`src/rtl/mlp_layer_sequencer.sv`:
```
// mlp_layer_sequencer: runs a multi-layer perceptron inference on one shared
// matrix-vector engine (y = M*x + b). Each layer arms the engine, waits for
// its completion flag, then requantizes the result (ReLU, arithmetic shift,
// saturate) into the next layer's activation vector. The final layer's raw
// accumulator values are published on result.
//
// Handshake: start is sampled only while the sequencer is not busy (IDLE,
// DONE or ERR states); an accepted start raises busy on the same edge and
// clears done/err. busy falls on the edge that enters DONE (done rises on
// that same edge, with result already valid) or ERR (err rises). done and
// err are held until the next accepted start or reset. start while busy is
// ignored.
module mlp_layer_sequencer #(
    parameter int bits       = 8,
    parameter int outbits    = 24,
    parameter int dim        = 10,
    parameter int num_layers = 3,
    parameter int shift      = 4,
    parameter int timeout    = 1023,
    localparam int lw        = (num_layers > 1) ? $clog2(num_layers) : 1
) (
    input  logic                      clk,
    input  logic                      reset,
    input  logic                      start,
    input  logic signed [bits-1:0]    x_in [0:dim-1],
    input  logic signed [outbits-1:0] eng_y [0:dim-1],
    input  logic                      eng_done,
    output logic                      eng_reset,
    output logic signed [bits-1:0]    eng_x [0:dim-1],
    output logic [lw-1:0]             layer,
    output logic signed [outbits-1:0] result [0:dim-1],
    output logic                      busy,
    output logic                      done,
    output logic                      err,
    output logic [2:0]                dbg_state
);

    localparam int cw = (timeout > 0) ? $clog2(timeout + 1) : 1;
    localparam logic [cw-1:0] cnt_max = cw'(timeout);
    localparam logic [lw-1:0] last_layer = lw'(num_layers - 1);
    localparam logic signed [outbits-1:0] max_act = outbits'((1 << (bits - 1)) - 1);

    typedef enum logic [2:0] {
        S_IDLE = 3'd0,
        S_ARM  = 3'd1,
        S_RUN  = 3'd2,
        S_REQ  = 3'd3,
        S_DONE = 3'd4,
        S_ERR  = 3'd5
    } state_t;

    state_t          state;
    state_t          state_next;
    logic [cw-1:0]   cnt;

    assign dbg_state = state;

    // ReLU, arithmetic right shift, then clamp to the largest positive activation.
    function automatic logic signed [bits-1:0] requant(input logic signed [outbits-1:0] v);
        logic signed [outbits-1:0] s;
        s = v >>> shift;
        if (v[outbits-1])
            return '0;
        else if (s > max_act)
            return max_act[bits-1:0];
        else
            return s[bits-1:0];
    endfunction

    // State register; reset returns to IDLE on the next edge.
    always_ff @(posedge clk) begin
        if (reset)
            state <= S_IDLE;
        else
            state <= state_next;
    end

    // Next-state decode and engine reset; the engine only runs in RUN and REQ,
    // so eng_reset pulses for exactly the ARM cycle between layers.
    always_comb begin
        state_next = state;
        eng_reset  = 1'b1;
        case (state)
            S_IDLE, S_DONE, S_ERR: begin
                if (start)
                    state_next = S_ARM;
            end
            S_ARM: begin
                state_next = S_RUN;
            end
            S_RUN: begin
                eng_reset = 1'b0;
                if (eng_done)
                    state_next = S_REQ;
                else if (cnt == cnt_max)
                    state_next = S_ERR;
            end
            S_REQ: begin
                eng_reset  = 1'b0;
                state_next = (layer == last_layer) ? S_DONE : S_ARM;
            end
            default: begin
                state_next = S_IDLE;
            end
        endcase
    end

    // Datapath and status registers: capture, timeout counter, requantize, publish.
    always_ff @(posedge clk) begin
        if (reset) begin
            for (int i = 0; i < dim; i++) begin
                eng_x[i]  <= '0;
                result[i] <= '0;
            end
            layer <= '0;
            busy  <= 1'b0;
            done  <= 1'b0;
            err   <= 1'b0;
            cnt   <= '0;
        end else begin
            case (state)
                S_IDLE, S_DONE, S_ERR: begin
                    if (start) begin
                        eng_x <= x_in;
                        layer <= '0;
                        busy  <= 1'b1;
                        done  <= 1'b0;
                        err   <= 1'b0;
                    end
                end
                S_ARM: begin
                    cnt <= '0;
                end
                S_RUN: begin
                    // Completion wins over a timeout landing on the same cycle.
                    if (!eng_done) begin
                        if (cnt == cnt_max) begin
                            busy <= 1'b0;
                            done <= 1'b0;
                            err  <= 1'b1;
                        end else begin
                            cnt <= cnt + 1'b1;
                        end
                    end
                end
                S_REQ: begin
                    if (layer == last_layer) begin
                        result <= eng_y;
                        done   <= 1'b1;
                        busy   <= 1'b0;
                    end else begin
                        for (int i = 0; i < dim; i++)
                            eng_x[i] <= requant(eng_y[i]);
                        layer <= layer + 1'b1;
                    end
                end
                default: begin
                end
            endcase
        end
    end

endmodule

```
`config.mk`:
```
export PLATFORM = sky130hd
export DESIGN_NAME = mlp_layer_sequencer
export DESIGN_NICKNAME = d
export VERILOG_FILES = /design/src/rtl/mlp_layer_sequencer.sv
export SDC_FILE = /design/constraint.sdc
export NUM_CORES = 1
export LEC_CHECK = 0
export ABC_AREA = 1
export CORE_AREA = 2 2 256 258
export DETAILED_ROUTE_END_ITERATION = 8
export DIE_AREA = 0 0 258 260
export PLACE_DENSITY = 0.55
export SYNTH_ARGS = -nofsm -noshare
export SYNTH_HDL_FRONTEND = slang
export SYNTH_SLANG_ARGS = --single-unit
```
`constraint.sdc`:
```
create_clock -name clk -period 1.9 [get_ports clk]
set_clock_uncertainty 0.1 [all_clocks]
set_input_delay 0.57 -clock clk [delete_from_list [all_inputs] [get_ports clk]]
set_output_delay 0.57 -clock clk [all_outputs]
set_load 0.02 [all_outputs]
```
Word-level counts from Yosys, hierarchy flattened
Index checks and enable logic that the tools add are counted.

storage, ports and cells
  flip-flop bits (word level) = 338
  input bits = 324
  logic and storage cells = 111
  output and inout port bits = 329

operators by class
  equality and inequality tests = 14
  multiplexer cells = 46
  $lt $le $gt $ge = 10
  add/subtract/negate cells = 2
  reduce and logical (&&, ||, !) cells = 13

operator list
  kind                                                 count
  > comparator 20 x 8 -> 1 bit, second input constant  10
  2-to-1 mux 8 bit                                     20
  2-to-1 mux 80 bit                                    2
  case mux 80 bit (2 select lines)                     1
  2-to-1 mux 10 bit                                    2
  case mux 10 bit (2 select lines)                     1
  2-to-1 mux 3 bit                                     4
  != test 2 bit, second input constant                 6
  case mux 3 bit (4 select lines)                      1
  adder 10 x 1 -> 10 bit, second input constant        1
  == test 10 bit, second input constant                1
  2-to-1 mux 1 bit                                     9
  == test 3 x 2 -> 1 bit, second input constant        2
  == test 3 bit, second input constant                 2
  case mux 1 bit (3 select lines)                      2
  AND reduction 3 bit                                  2
  nonzero test 2 bit                                   3
  AND reduction 5 bit                                  1
  2-to-1 mux 2 bit                                     2
  case mux 2 bit (2 select lines)                      1
  AND reduction 2 bit                                  2
  AND reduction 4 bit                                  1
  == test 3 x 1 -> 1 bit, second input constant        1
  logical NOT 3 bit                                    1
  7 further kinds                                      7

Depth between registers and ports, before layout
Gate-level depths: netlist (run 1).

  depth after elaboration = 5
  mapped depth = 11
  mapped depth without buffers = 9

Least setup slack after synthesis (run 1)
OpenSTA, ideal clock, no wires.

  kind = reg-to-reg
  start point = reg layer[0]
  end point = reg eng_x[0] in the netlist's numbering
  clock period less this slack = 1.763 ns
  data required time = 1.681 ns
  stages on the path, launching flop included = 12
  setup time = 0.119 ns
  buffers on the path = 3
  arrival time = 1.544 ns
  setup slack = 0.137 ns
  cell sequence = dfxtp_1 inv_1 ha_1 buf_2 inv_1 nand2_1 nand2_1 nand2_2 buf_6 buf_2 a21oi_1 a21oi_1

between the ends
  longest elaborated chain between the ends = 3

RTL lines
  what                                  RTL line  source
  start: declaration                    30        output logic [lw-1:0] layer,
  start signal: assignment              154       layer <= layer + 1'b1;
  == test 2 bit                         147       if (layer == last_layer) begin
  != test 2 bit (no source line)        n/a
  AND reduction 3 bit (no source line)  n/a
  end signal: assignment                124       eng_x <= x_in;
  end signal: indexed assignment        153       eng_x[i] <= requant(eng_y[i]);
  end: declaration                      29        output logic signed [bits-1:0] eng_x [0:dim-1],

No other way between the ends.
A chain may end at the register's enable or synchronous reset.

Worst setup path after layout (run 1)
  start point = reg result[80] in the netlist's numbering
  end point = out result[80] in the netlist's numbering

RTL lines
  what                      RTL line  source
  start: declaration        31        output logic signed [outbits-1:0] result [0:dim-1],
  start signal: assignment  148       result <= eng_y;

No word-level cell between the ends.

==> impl_metrics.prom, run 1 <==
# TYPE chip_impl_metric gauge
chip_impl_metric{name="setup_ws",unit="ns"} 0.0388
chip_impl_metric{name="r2r.worst_path.cells",unit=""} 7
chip_impl_metric{name="chipWidth",unit="um"} 258
chip_impl_metric{name="share_of_yosys_cell_area_claimed_by_the_top_area_cell_type",unit="%"} 49.7
chip_impl_metric{name="total_negative_slack_for_setup_checks",unit="ns"} 0
chip_impl_metric{name="crit_buf_inv",unit=""} 1
chip_impl_metric{name="synth_fp_nets",unit=""} 2109
chip_impl_info{name="ys_top_cells_by_area",value="dfxtp_1 50%, a21oi_1 15%, nand2_1 9.7%"} 1
chip_impl_metric{name="fin_crit",unit="ns"} 1.86
chip_impl_metric{name="cts_hold_buffers",unit=""} 0
chip_impl_metric{name="detailroute.via_count",unit=""} 15600
chip_impl_metric{name="power.static_leakage",unit="uW"} 0.00806
chip_impl_metric{name="max-cap-violations",unit=""} 0
chip_impl_info{name="crit_type",value="reg -> out"} 1
chip_impl_metric{name="ir_drop",unit="uV"} 736
chip_impl_metric{name="timing_worst_slew_pin_value",unit="ns"} 0.507
chip_impl_metric{name="worstHoldPathCells",unit=""} 2
chip_impl_metric{name="post_synth_num_cell_types",unit=""} 29
chip_impl_info{name="hp-class",value="in -> reg"} 1
chip_impl_info{name="post_synthesis_cell_type_with_the_largest_combined_area",value="dfxtp_1"} 1
chip_impl_metric{name="fp.dieH",unit="um"} 260
chip_impl_metric{name="switching_share",unit="%"} 37.8
chip_impl_metric{name="vias_in_the_first_global_route",unit=""} 15700
chip_impl_metric{name="ys_seq_area_share",unit="%"} 49.7
chip_impl_metric{name="met1_usage",unit="%"} 20.6
chip_impl_metric{name="grt_start_max_net_pins",unit=""} 89
chip_impl_metric{name="netSwitchingPower",unit="uW"} 9940
chip_impl_metric{name="cts_num_sinks",unit=""} 338
chip_impl_info{name="critical_path.cell_chain",value="clkdlybuf4s15_2"} 1
chip_impl_metric{name="dpl_worst_slack",unit="ns"} -0.246
chip_impl_metric{name="synthCells",unit=""} 1783
chip_impl_info{name="hold_start",value="reset"} 1
chip_impl_metric{name="max-slew-margin-rel",unit="%"} 66.1
chip_impl_metric{name="post-route-util",unit="%"} 35.7
chip_impl_metric{name="drt-pass1-iter-count",unit=""} 6
chip_impl_metric{name="p_int",unit="uW"} 16400
chip_impl_metric{name="dr.first_iter.drc_count",unit=""} 1085
chip_impl_info{name="crit_path_start_kind",value="flip-flop"} 1
chip_impl_metric{name="antenna_found_initial",unit=""} 1
chip_impl_metric{name="maxSlewViolCount",unit=""} 0
chip_impl_info{name="worstHoldEndpoint",value="result[143]"} 1
chip_impl_metric{name="detail_route.wl_per_cell",unit="um"} 19.3
chip_impl_metric{name="crit_path_max_fanout",unit=""} 2
chip_impl_metric{name="syn_to_final_growth",unit="%"} 68.3
chip_impl_metric{name="synth.ff_latch_count",unit=""} 338
chip_impl_metric{name="ant_nets",unit=""} 0
chip_impl_metric{name="initial_core_util",unit="%"} 21.2
chip_impl_metric{name="power.combinational.fraction",unit="%"} 36.3
chip_impl_metric{name="grt_util_met2",unit="%"} 30.6
chip_impl_metric{name="setup_viol",unit=""} 0
chip_impl_metric{name="numCtsBuffers",unit=""} 42
chip_impl_metric{name="place.detailed.instances",unit=""} 3261
chip_impl_metric{name="std_cell_rows",unit=""} 93
chip_impl_metric{name="route.detailed.drc",unit=""} 0
chip_impl_metric{name="clock_tree.htree_level_count",unit=""} 2
chip_impl_metric{name="fillerInstances",unit=""} 6591
chip_impl_metric{name="fmaxAchievable",unit="MHz"} 537
chip_impl_metric{name="place.gp.congestion",unit=""} 0.895
chip_impl_info{name="timing.rr.start",value="layer[0]"} 1
chip_impl_metric{name="clock_tree.buffer_depth",unit=""} 3
chip_impl_info{name="setup_repair_after_global_routing_missed_its_margin",value="no"} 1
chip_impl_info{name="cpMaxStageDelayCell",value="dfxtp_1"} 1
chip_impl_info{name="cts_root_buf",value="clkbuf_16"} 1
chip_impl_metric{name="clock_power_share",unit="%"} 29.7
chip_impl_metric{name="cp.required",unit="ns"} 1.23
chip_impl_metric{name="final.period_utilization",unit="%"} 98.0
chip_impl_metric{name="drive_gt1_share",unit="%"} 21.3
chip_impl_metric{name="syn_area_per_cell",unit="sq um"} 7.63
chip_impl_metric{name="cp_data_arrival_time",unit="ns"} 1.19
chip_impl_metric{name="wire_length_of_the_first_global_routing_pass",unit="um"} 94200
chip_impl_metric{name="viasPerCell",unit=""} 4.68
chip_impl_info{name="critical_path.top_delay_family",value="flip-flops"} 1
chip_impl_metric{name="fin_nets",unit=""} 2781
chip_impl_metric{name="hold_viol",unit=""} 0
chip_impl_metric{name="clkSlewWorstSetupHoldPaths",unit="ns"} 0.06
chip_impl_info{name="tritoncts",value="done"} 1
chip_impl_info{name="critPathCaptureType",value="output pin"} 1
chip_impl_metric{name="max_stage_delay",unit="ns"} 0.33
chip_impl_metric{name="mappedNetlistArea",unit="sq um"} 13600
chip_impl_metric{name="dp_hpwl",unit="um"} 45900
chip_impl_metric{name="r2r_setup_slack",unit="ns"} 0.10
chip_impl_metric{name="yosysWarningCount",unit=""} 0
chip_impl_metric{name="core_area",unit="sq um"} 64100
chip_impl_metric{name="timing.hold.ws",unit="ns"} 0.225
chip_impl_metric{name="final_cell_count_no_fill",unit=""} 3338
chip_impl_metric{name="seqPwrFrac",unit="%"} 34.0
chip_impl_metric{name="design.portCount",unit=""} 653
chip_impl_metric{name="drt_wl_total",unit="um"} 64400
chip_impl_metric{name="use_met3",unit="%"} 4.95
chip_impl_metric{name="globalRoute.totalOverflow",unit=""} 0
chip_impl_metric{name="worstSkewPairLatency",unit="ns"} 0.55
chip_impl_metric{name="buffer_ports.inserted",unit=""} 652
chip_impl_info{name="status",value="finished clean"} 1
chip_impl_info{name="layer_with_the_highest_usage",value="met2"} 1
chip_impl_metric{name="cellPowerDensity",unit="nW/um^2"} 1150
chip_impl_info{name="rr_endpoint",value="result[108]"} 1
chip_impl_metric{name="global_route.usage.total",unit="%"} 17.9
chip_impl_metric{name="dieArea",unit="sq um"} 67100
## worst reg2reg max path, stage by stage (launching register included)
cell and delay, ns:
dfxtp_1 0.31, inv_1 0.11, ha_4 0.20, buf_4 0.13, buf_12 0.21, buf_16 0.29
nand3_1 0.18, a21oi_1 0.20
## area by class of cell
| cell class | count | area (sq um) | area share, % |
|---|---|---|---|
| timing repair buffer | 771 | 7470 | 32.6 |
| clock inverter | 6 | 35.0 | 0.153 |
| antenna | 1 | 2.50 | 0.0109 |
| clock buffer | 65 | 1290 | 5.64 |
| tap | 855 | 1070 | 4.67 |
| sequential | 338 | 6780 | 29.6 |
| multi-input combinational | 1277 | 6160 | 26.9 |
| inverter | 25 | 108 | 0.470 |
## logic make-up (layout without fill, tap and decap cells)
| kind of cell | Yosys count | count (layout) | synth area share [%] |
|---|---|---|---|
| simple gates | 777 | 777 | 26.1 |
| buf+inv | 168 | 867 | 5.33 |
| other cells | 0 | 1 | 0 |
| compound gates | 496 | 496 | 18.6 |
| flops | 338 | 338 | 49.7 |
| fa+ha+maj | 2 | 2 | 0.184 |
| xor+xnor | 2 | 2 | 0.129 |
## cells in the final DEF (no fill, tap or decap), types with 2 or more instances in the layout
cell type | netlist | routed
buf_2 | 59 | 99
buf_4 | 1 | 91
dfxtp_2 | 0 | 9
nand2_1 | 353 | 350
nor2_1 | 86 | 85
nand4_1 | 4 | 4
clkbuf_16 | 0 | 48
buf_12 | 0 | 27
clkinvlp_4 | 0 | 2
clkdlybuf4s15_2 | 0 | 198
nand2_4 | 1 | 3
dfxtp_1 | 338 | 329
nand3_1 | 248 | 248
clkbuf_1 | 71 | 11
nor4_1 | 10 | 10
nor2_2 | 1 | 2
a221oi_1 | 10 | 10
xor2_1 | 2 | 2
o21ai_1 | 13 | 15
clkdlybuf4s50_1 | 0 | 322
inv_1 | 22 | 21
a21oi_1 | 395 | 395
clkdlybuf4s15_1 | 0 | 4
clkinv_2 | 1 | 5
clkbuf_2 | 1 | 22
nand3b_1 | 71 | 71
nand2_2 | 2 | 3
o21ai_0 | 74 | 72
clkbuf_8 | 0 | 10
o21a_1 | 2 | 2
## power groups by stage
| stage | clock network, uW | registers (uW) | logic, uW |
|---|---|---|---|
| floorplan | 0 | 10100 | 3360 |
| global placement | 0 | 9050 | 9690 |
| detailed placement | 0 | 9050 | 9780 |
| CTS | 8090 | 8940 | 9320 |
| global route | 8350 | 9030 | 10200 |
| finish | 7810 | 8930 | 9550 |
## stage by stage
step                      total power (uW)  area (sq um)
after global routing                 27600         22900
after CTS                            26400         23300
after global placement               18700         21800
after detailed placement             18800         21800
final                                26300         22900
after floorplan                      13500         13600
## routing by layer
| metal | wire length (um) | vias to the layer above | part of all wire [%] |
|---|---|---|---|
| met3 | 5170 | 147 | 8.0 |
| met5 | 0 | - | 0 |
| met2 | 30700 | 643 | 48 |
| met4 | 2990 | 0 | 4.6 |
| met1 | 25600 | 7344 | 40 |
| li1 | - | 7472 | - |
## synth_stat cells (all sizes together)
cell type	count
nor2	87
buf	71
nand4	4
dfxtp	338
nand3b	71
clkbuf	72
nand3	249
o21ai	87
xor2	2
nor4	10
ha	2
a31oi	1
nand2	356
a221oi	10
o21bai	1
a21oi	395
clkinv	1
o21a	2
inv	24
## registers in the layout, indices dropped and copies added, names as in the netlist
| signal | count |
|---|---|
| err | 1 |
| busy | 1 |
| cnt | 10 |
| eng_x | 80 |
| dbg_state | 3 |
| result | 240 |
| done | 1 |
| layer | 2 |
## worst max-delay path by stage
stage / start / endpoint / slack [ns] / cells past startpoint
floorplan: layer[0] / eng_x[0] / 0.14 / 11
global placement: eng_y[164] / eng_x[50] / -0.24 / 6
detailed placement: start / eng_x[9] / -0.25 / 7
CTS: eng_x[28] / eng_x[28] / 0.00004 / 1
global route: result[155] / result[155] / 0.000009 / 1
finish: result[80] / result[80] / 0.04 / 1
## timing repair
item | in CTS | in global routing
gates cloned | 0 | 3
setup endpoints to repair | 336 | 150
resized for setup | 1016 | 104
buffers inserted | 0 | 2
No activity file was read; power rests on OpenSTA's default activity.
==> run 2: changes to the inputs <==
--- a/config.mk
+++ b/config.mk
@@ -9,6 +9,7 @@
 export CORE_AREA = 2 2 256 258
 export DETAILED_ROUTE_END_ITERATION = 8
 export DIE_AREA = 0 0 258 260
+export GPL_ROUTABILITY_DRIVEN = 0
 export PLACE_DENSITY = 0.55
 export SYNTH_ARGS = -nofsm -noshare
 export SYNTH_HDL_FRONTEND = slang
==> impl_metrics.prom, run 2 (synthesized netlist as in run 1, its figures left out) <==
# TYPE chip_impl_metric gauge
chip_impl_metric{name="syn_to_final_growth",unit="%"} 68.0
chip_impl_metric{name="max-slew-margin-rel",unit="%"} 58.6
chip_impl_metric{name="numCtsBuffers",unit=""} 42
chip_impl_metric{name="clock_tree.htree_level_count",unit=""} 2
chip_impl_metric{name="timing_worst_slew_pin_value",unit="ns"} 0.621
chip_impl_metric{name="ant_nets",unit=""} 0
chip_impl_info{name="critical_path.top_delay_family",value="flip-flops"} 1
chip_impl_metric{name="fillerInstances",unit=""} 6623
chip_impl_info{name="status",value="finished clean"} 1
chip_impl_metric{name="worstSkewPairLatency",unit="ns"} 0.55
chip_impl_metric{name="cp.required",unit="ns"} 1.23
chip_impl_info{name="timing.rr.start",value="dbg_state[1]"} 1
chip_impl_metric{name="drt_wl_total",unit="um"} 63700
chip_impl_info{name="crit_path_start_kind",value="flip-flop"} 1
chip_impl_info{name="rr_endpoint",value="eng_x[48]"} 1
chip_impl_metric{name="design.portCount",unit=""} 653
chip_impl_metric{name="timing.hold.ws",unit="ns"} 0.356
chip_impl_metric{name="drt-pass1-iter-count",unit=""} 5
chip_impl_metric{name="chipWidth",unit="um"} 258
chip_impl_info{name="cts_root_buf",value="clkbuf_16"} 1
chip_impl_info{name="cpMaxStageDelayCell",value="dfxtp_2"} 1
chip_impl_metric{name="drive_gt1_share",unit="%"} 20.7
chip_impl_metric{name="dr.first_iter.drc_count",unit=""} 958
chip_impl_metric{name="power.combinational.fraction",unit="%"} 34.6
chip_impl_metric{name="switching_share",unit="%"} 37.3
chip_impl_metric{name="dieArea",unit="sq um"} 67100
chip_impl_metric{name="setup_viol",unit=""} 0
chip_impl_metric{name="dp_hpwl",unit="um"} 45600
chip_impl_metric{name="globalRoute.totalOverflow",unit=""} 0
chip_impl_metric{name="initial_core_util",unit="%"} 21.2
chip_impl_metric{name="p_int",unit="uW"} 16600
chip_impl_metric{name="seqPwrFrac",unit="%"} 33.8
chip_impl_metric{name="wire_length_of_the_first_global_routing_pass",unit="um"} 93300
chip_impl_metric{name="global_route.usage.total",unit="%"} 17.7
chip_impl_metric{name="area_of_the_multi_input_gates",unit="sq um"} 6170
chip_impl_metric{name="ir_drop",unit="uV"} 597
chip_impl_info{name="critPathCaptureType",value="output pin"} 1
chip_impl_metric{name="route.detailed.drc",unit=""} 0
chip_impl_metric{name="largest_register_ff_count",unit=""} 240
chip_impl_metric{name="max_stage_delay",unit="ns"} 0.37
chip_impl_metric{name="cellPowerDensity",unit="nW/um^2"} 1150
chip_impl_info{name="hp-class",value="reg -> reg"} 1
chip_impl_metric{name="crit_path_max_fanout",unit=""} 2
chip_impl_metric{name="buffer_ports.inserted",unit=""} 652
chip_impl_metric{name="post-route-util",unit="%"} 35.7
chip_impl_metric{name="max-cap-violations",unit=""} 0
chip_impl_metric{name="ff_latch_area",unit="sq um"} 6780
chip_impl_metric{name="crit_buf_inv",unit=""} 1
chip_impl_metric{name="cts_hold_buffers",unit=""} 0
chip_impl_metric{name="clkSlewWorstSetupHoldPaths",unit="ns"} 0.06
chip_impl_metric{name="fin_crit",unit="ns"} 1.85
chip_impl_metric{name="std_cell_rows",unit=""} 93
chip_impl_metric{name="cts_num_sinks",unit=""} 338
chip_impl_metric{name="maxSlewViolCount",unit=""} 0
chip_impl_info{name="layout_common_cells",value="395 x a21oi_1, 350 x nand2_1, 332 x dfxtp_1, 322 x clkdlybuf4s50_1, 248 x nand3_1"} 1
chip_impl_metric{name="detailroute.via_count",unit=""} 15600
chip_impl_metric{name="grt_start_max_net_pins",unit=""} 99
chip_impl_metric{name="detail_route.wl_per_cell",unit="um"} 19.1
chip_impl_metric{name="fmaxAchievable",unit="MHz"} 541
chip_impl_info{name="setup_repair_after_global_routing_missed_its_margin",value="yes"} 1
chip_impl_metric{name="viasPerCell",unit=""} 4.68
chip_impl_metric{name="fin_nets",unit=""} 2772
chip_impl_info{name="tritoncts",value="done"} 1
chip_impl_metric{name="r2r.worst_path.cells",unit=""} 9
chip_impl_metric{name="cp_data_arrival_time",unit="ns"} 1.18
chip_impl_info{name="critical_path.cell_chain",value="clkdlybuf4s15_2"} 1
chip_impl_metric{name="power.static_leakage",unit="uW"} 0.00806
chip_impl_metric{name="clock_tree.buffer_depth",unit=""} 3
chip_impl_metric{name="antenna_found_initial",unit=""} 1
chip_impl_metric{name="total_negative_slack_for_setup_checks",unit="ns"} 0
chip_impl_metric{name="clock_power_share",unit="%"} 31.6
chip_impl_metric{name="hold_viol",unit=""} 0
chip_impl_metric{name="r2r_setup_slack",unit="ns"} 0.12
chip_impl_metric{name="standard_cell_area_after_detailed_placement",unit="sq um"} 21700
chip_impl_info{name="critical_path.startpoint",value="eng_x[59]"} 1
chip_impl_info{name="hold_start",value="result[137]"} 1
chip_impl_info{name="crit_type",value="reg -> out"} 1
chip_impl_metric{name="worstHoldPathCells",unit=""} 2
chip_impl_metric{name="vias_in_the_first_global_route",unit=""} 15400
chip_impl_info{name="top_register",value="result"} 1
chip_impl_info{name="layout.cells.most_common",value="a21oi_1"} 1
chip_impl_metric{name="core_area",unit="sq um"} 64100
chip_impl_info{name="worstHoldEndpoint",value="result[137]"} 1
chip_impl_metric{name="post_layout_instance_area",unit="sq um"} 22900
chip_impl_info{name="top_registers",value="result x240, eng_x x80, cnt x10"} 1
chip_impl_metric{name="worst-path-stages",unit=""} 1
chip_impl_metric{name="final.period_utilization",unit="%"} 97.3
chip_impl_metric{name="fp.dieH",unit="um"} 260
chip_impl_metric{name="netSwitchingPower",unit="uW"} 9850
==> run 2: area by class of cell <==
type	instances	share of cell area [%]
clock inverter	8	0.547
antenna	1	0.0109
sequential	338	29.6
timing repair buffer	762	32.0
tap	855	4.68
inverter	25	0.460
clock buffer	67	5.72
multi-input combinational	1277	27.0
==> run 2: metrics by stage <==
step	std cells	total power (uW)	setup WS (ns)
after floorplan	1783	13500	0.137
after global placement	3255	18600	-0.230
after detailed placement	3255	18700	-0.248
after CTS	3330	26700	0.000236
after global routing	3333	27700	-0.00758
final	3333	26400	0.0520
==> run 2: metal layers <==
| metal | up-vias | GRT usage (%) | wire [um] |
|---|---|---|---|
| met1 | 7423 | 20.5 | 25700 |
| met4 | 0 | 5.60 | 1720 |
| met5 | - | 0 | 0 |
| li1 | 7462 | - | - |
| met3 | 88 | 5.02 | 5070 |
| met2 | 631 | 31.4 | 31200 |
==> run 2: how the worst max path moves through the flow <==
stage / to / slack (ns)
2_1_floorplan: eng_x[0] / 0.14
3_3_place_gp: eng_x[51] / -0.23
3_5_place_dp: eng_x[35] / -0.25
4_1_cts: result[124] / 0.0002
5_1_grt: dbg_state[1] / -0.008
6_report: eng_x[59] / 0.05
==> run 2: timing repair <==
item	CTS	global route
buffers inserted	0	1
gates resized for setup	1011	102
endpoints found under the setup margin	334	128
gates cloned	0	1
==> run 2: power by group through the flow <==
stage          sequential [uW]  combinational [uW]  clock (uW)
2_1_floorplan            10100                3360           0
3_3_place_gp              9050                9570           0
3_5_place_dp              9040                9680           0
4_1_cts                   8920                9190        8600
5_1_grt                   9040                9810        8860
6_report                  8920                9150        8340
==> run 3: changes to the inputs <==
--- a/config.mk
+++ b/config.mk
@@ -6,11 +6,11 @@
 export NUM_CORES = 1
 export LEC_CHECK = 0
 export ABC_AREA = 1
-export CORE_AREA = 2 2 256 258
+export CORE_AREA = 2 2 254 256
 export DETAILED_ROUTE_END_ITERATION = 8
-export DIE_AREA = 0 0 258 260
+export DIE_AREA = 0 0 256 258
 export GPL_ROUTABILITY_DRIVEN = 0
-export PLACE_DENSITY = 0.55
+export PLACE_DENSITY = 0.56
 export SYNTH_ARGS = -nofsm -noshare
 export SYNTH_HDL_FRONTEND = slang
 export SYNTH_SLANG_ARGS = --single-unit
==> constraint.sdc (replaced) <==
create_clock -name clk -period 2.3 [get_ports clk]
set_clock_uncertainty 0.1 [all_clocks]
set_input_delay 0.69 -clock clk [delete_from_list [all_inputs] [get_ports clk]]
set_output_delay 0.69 -clock clk [all_outputs]
set_load 0.02 [all_outputs]
==> impl_metrics.prom, run 3 (synthesized netlist as in run 1, its figures left out) <==
# TYPE chip_impl_metric gauge
chip_impl_metric{name="worst-path-stages",unit=""} 1
chip_impl_info{name="status",value="finished clean"} 1
chip_impl_metric{name="antenna_found_initial",unit=""} 2
chip_impl_info{name="top_register",value="result"} 1
chip_impl_metric{name="crit_buf_inv",unit=""} 1
chip_impl_info{name="top_registers",value="result x240, eng_x x80, cnt x10"} 1
chip_impl_info{name="setup_repair_after_global_routing_missed_its_margin",value="no"} 1
chip_impl_metric{name="power.static_leakage",unit="uW"} 0.00892
chip_impl_metric{name="ant_nets",unit=""} 0
chip_impl_metric{name="postCtsSetupRepairBufs",unit=""} 0
chip_impl_metric{name="syn_to_final_growth",unit="%"} 63.9
chip_impl_metric{name="post-route-util",unit="%"} 35.1
chip_impl_metric{name="detail_route.wl_per_cell",unit="um"} 19.1
chip_impl_metric{name="dp_hpwl",unit="um"} 45900
chip_impl_metric{name="viasPerCell",unit=""} 4.67
chip_impl_metric{name="final.period_utilization",unit="%"} 96.6
chip_impl_metric{name="detailroute.via_count",unit=""} 15300
chip_impl_metric{name="fp.dieH",unit="um"} 258
chip_impl_metric{name="setup_viol",unit=""} 0
chip_impl_metric{name="hold_viol",unit=""} 0
chip_impl_metric{name="globalRoute.totalOverflow",unit=""} 0
chip_impl_metric{name="fin_nets",unit=""} 2721
chip_impl_metric{name="max-cap-violations",unit=""} 0
chip_impl_metric{name="chipWidth",unit="um"} 256
chip_impl_info{name="critical_path.cell_chain",value="dlygate4sd2_1"} 1
chip_impl_metric{name="cts_num_sinks",unit=""} 338
chip_impl_metric{name="cp.required",unit="ns"} 1.51
chip_impl_metric{name="maxSlewViolCount",unit=""} 0
chip_impl_info{name="layout.cells.most_common",value="a21oi_1"} 1
chip_impl_metric{name="total_negative_slack_for_setup_checks",unit="ns"} 0
chip_impl_metric{name="fillerInstances",unit=""} 6764
chip_impl_metric{name="r2r.worst_path.cells",unit=""} 9
chip_impl_metric{name="clock_tree.buffer_depth",unit=""} 3
chip_impl_info{name="critical_path.top_delay_family",value="flip-flops"} 1
chip_impl_metric{name="global_route.usage.total",unit="%"} 18.0
chip_impl_metric{name="ir_drop",unit="uV"} 736
chip_impl_metric{name="cellPowerDensity",unit="nW/um^2"} 957
chip_impl_metric{name="numCtsBuffers",unit=""} 42
chip_impl_metric{name="vias_in_the_first_global_route",unit=""} 15100
chip_impl_metric{name="fin_crit",unit="ns"} 2.22
chip_impl_info{name="crit_path_start_kind",value="flip-flop"} 1
chip_impl_metric{name="drive_gt1_share",unit="%"} 5.78
chip_impl_metric{name="clock_tree.htree_level_count",unit=""} 2
chip_impl_metric{name="max_stage_delay",unit="ns"} 0.46
chip_impl_metric{name="core_area",unit="sq um"} 63600
chip_impl_metric{name="post_layout_instance_area",unit="sq um"} 22300
chip_impl_metric{name="timing_worst_slew_pin_value",unit="ns"} 0.736
chip_impl_metric{name="r2r_setup_slack",unit="ns"} 0.20
chip_impl_metric{name="dr.first_iter.drc_count",unit=""} 1021
chip_impl_metric{name="fmaxAchievable",unit="MHz"} 450
chip_impl_metric{name="timing.hold.ws",unit="ns"} 0.356
chip_impl_metric{name="max-slew-margin-rel",unit="%"} 50.7
chip_impl_metric{name="standard_cell_area_after_detailed_placement",unit="sq um"} 21300
chip_impl_metric{name="initial_core_util",unit="%"} 21.4
chip_impl_info{name="hp-class",value="reg -> reg"} 1
chip_impl_metric{name="drt-pass1-iter-count",unit=""} 6
chip_impl_metric{name="cp_data_arrival_time",unit="ns"} 1.43
chip_impl_info{name="cpMaxStageDelayCell",value="dfxtp_1"} 1
chip_impl_metric{name="route.detailed.drc",unit=""} 0
chip_impl_metric{name="std_cell_rows",unit=""} 93
chip_impl_metric{name="clkSlewWorstSetupHoldPaths",unit="ns"} 0.06
chip_impl_info{name="crit_type",value="reg -> out"} 1
chip_impl_info{name="layout_common_cells",value="395 x a21oi_1, 352 x nand2_1, 337 x dfxtp_1, 328 x dlygate4sd2_1, 322 x clkdlybuf4s50_1"} 1
chip_impl_metric{name="crit_path_max_fanout",unit=""} 6
chip_impl_metric{name="wire_length_of_the_first_global_routing_pass",unit="um"} 93800
chip_impl_metric{name="largest_register_ff_count",unit=""} 240
chip_impl_metric{name="buffer_ports.inserted",unit=""} 652
chip_impl_metric{name="drt_wl_total",unit="um"} 62600
chip_impl_metric{name="cts_hold_buffers",unit=""} 0
chip_impl_info{name="cts_root_buf",value="clkbuf_16"} 1
chip_impl_metric{name="grt_start_max_net_pins",unit=""} 112
chip_impl_info{name="critPathCaptureType",value="output pin"} 1
chip_impl_metric{name="worstHoldPathCells",unit=""} 2
chip_impl_info{name="tritoncts",value="done"} 1
chip_impl_metric{name="dieArea",unit="sq um"} 66000
chip_impl_metric{name="design.portCount",unit=""} 653
chip_impl_metric{name="worstSkewPairLatency",unit="ns"} 0.55
==> run 3: changes by cell type in the layout (fill, tap and decap cells not counted), moves of 8 or more <==
cell / previous run / this run
clkbuf_2: 23 / 0
buf_2: 101 / 0
buf_4: 85 / 40
clkbuf_1: 12 / 4
clkdlybuf4s15_2: 189 / 0
dlygate4sd2_1: 0 / 328
clkdlybuf4s15_1: 12 / 1
==> run 3: path summary, 6_finish.rpt <==
check / endpoint / from
worst min register to register: result[228] / result[228]
worst max register to register: eng_x[16] / dbg_state[0]
worst max-delay path: dbg_state[0] / dbg_state[0]
worst min-delay path: result[228] / result[228]
==> run 3: metal layers <==
| layer | vias to the layer above | routed length, um | GRT usage, % |
|---|---|---|---|
| li1 | 7355 | - | - |
| met1 | 7278 | 25200 | 21.2 |
| met2 | 600 | 30800 | 31.8 |
| met3 | 96 | 4680 | 4.81 |
| met4 | 0 | 1920 | 6.04 |
| met5 | - | 0 | 0 |
==> run 3: what timing repair did <==
item / 4_1_cts / 5_1_grt
cloned: 0 / 0
resized for setup: 330 / 1
endpoints found under the setup margin: 329 / 1
==> run 3: metrics by stage <==
| step | power, uW | cells | setup slack [ns] |
|---|---|---|---|
| floorplan | 11100 | 1783 | 0.495 |
| detailed placement | 15400 | 3206 | -0.0823 |
| global placement | 15300 | 3206 | -0.0394 |
| CTS | 21700 | 3278 | 0.000336 |
| global route | 22500 | 3279 | 0.00697 |
| finish | 21400 | 3279 | 0.0789 |
==> run 3: layout make-up <==
type / instances / area (sq um) / area share, %
Sequential cell: 338 / 6770 / 30.3
Antenna cell: 1 / 2.50 / 0.0112
Multi-Input combinational cell: 1277 / 6150 / 27.6
Clock inverter: 11 / 111 / 0.499
Tap cell: 855 / 1070 / 4.79
Timing Repair Buffer: 711 / 6800 / 30.5
Clock buffer: 61 / 1310 / 5.85
Inverter: 25 / 101 / 0.454
==> run 3: report_power, final <==
group / internal [uW] / leakage [uW] / switching [uW]
registers: 6750 / 0.00274 / 554
clock network: 4140 / 0.000705 / 2660
logic: 2500 / 0.00547 / 4760
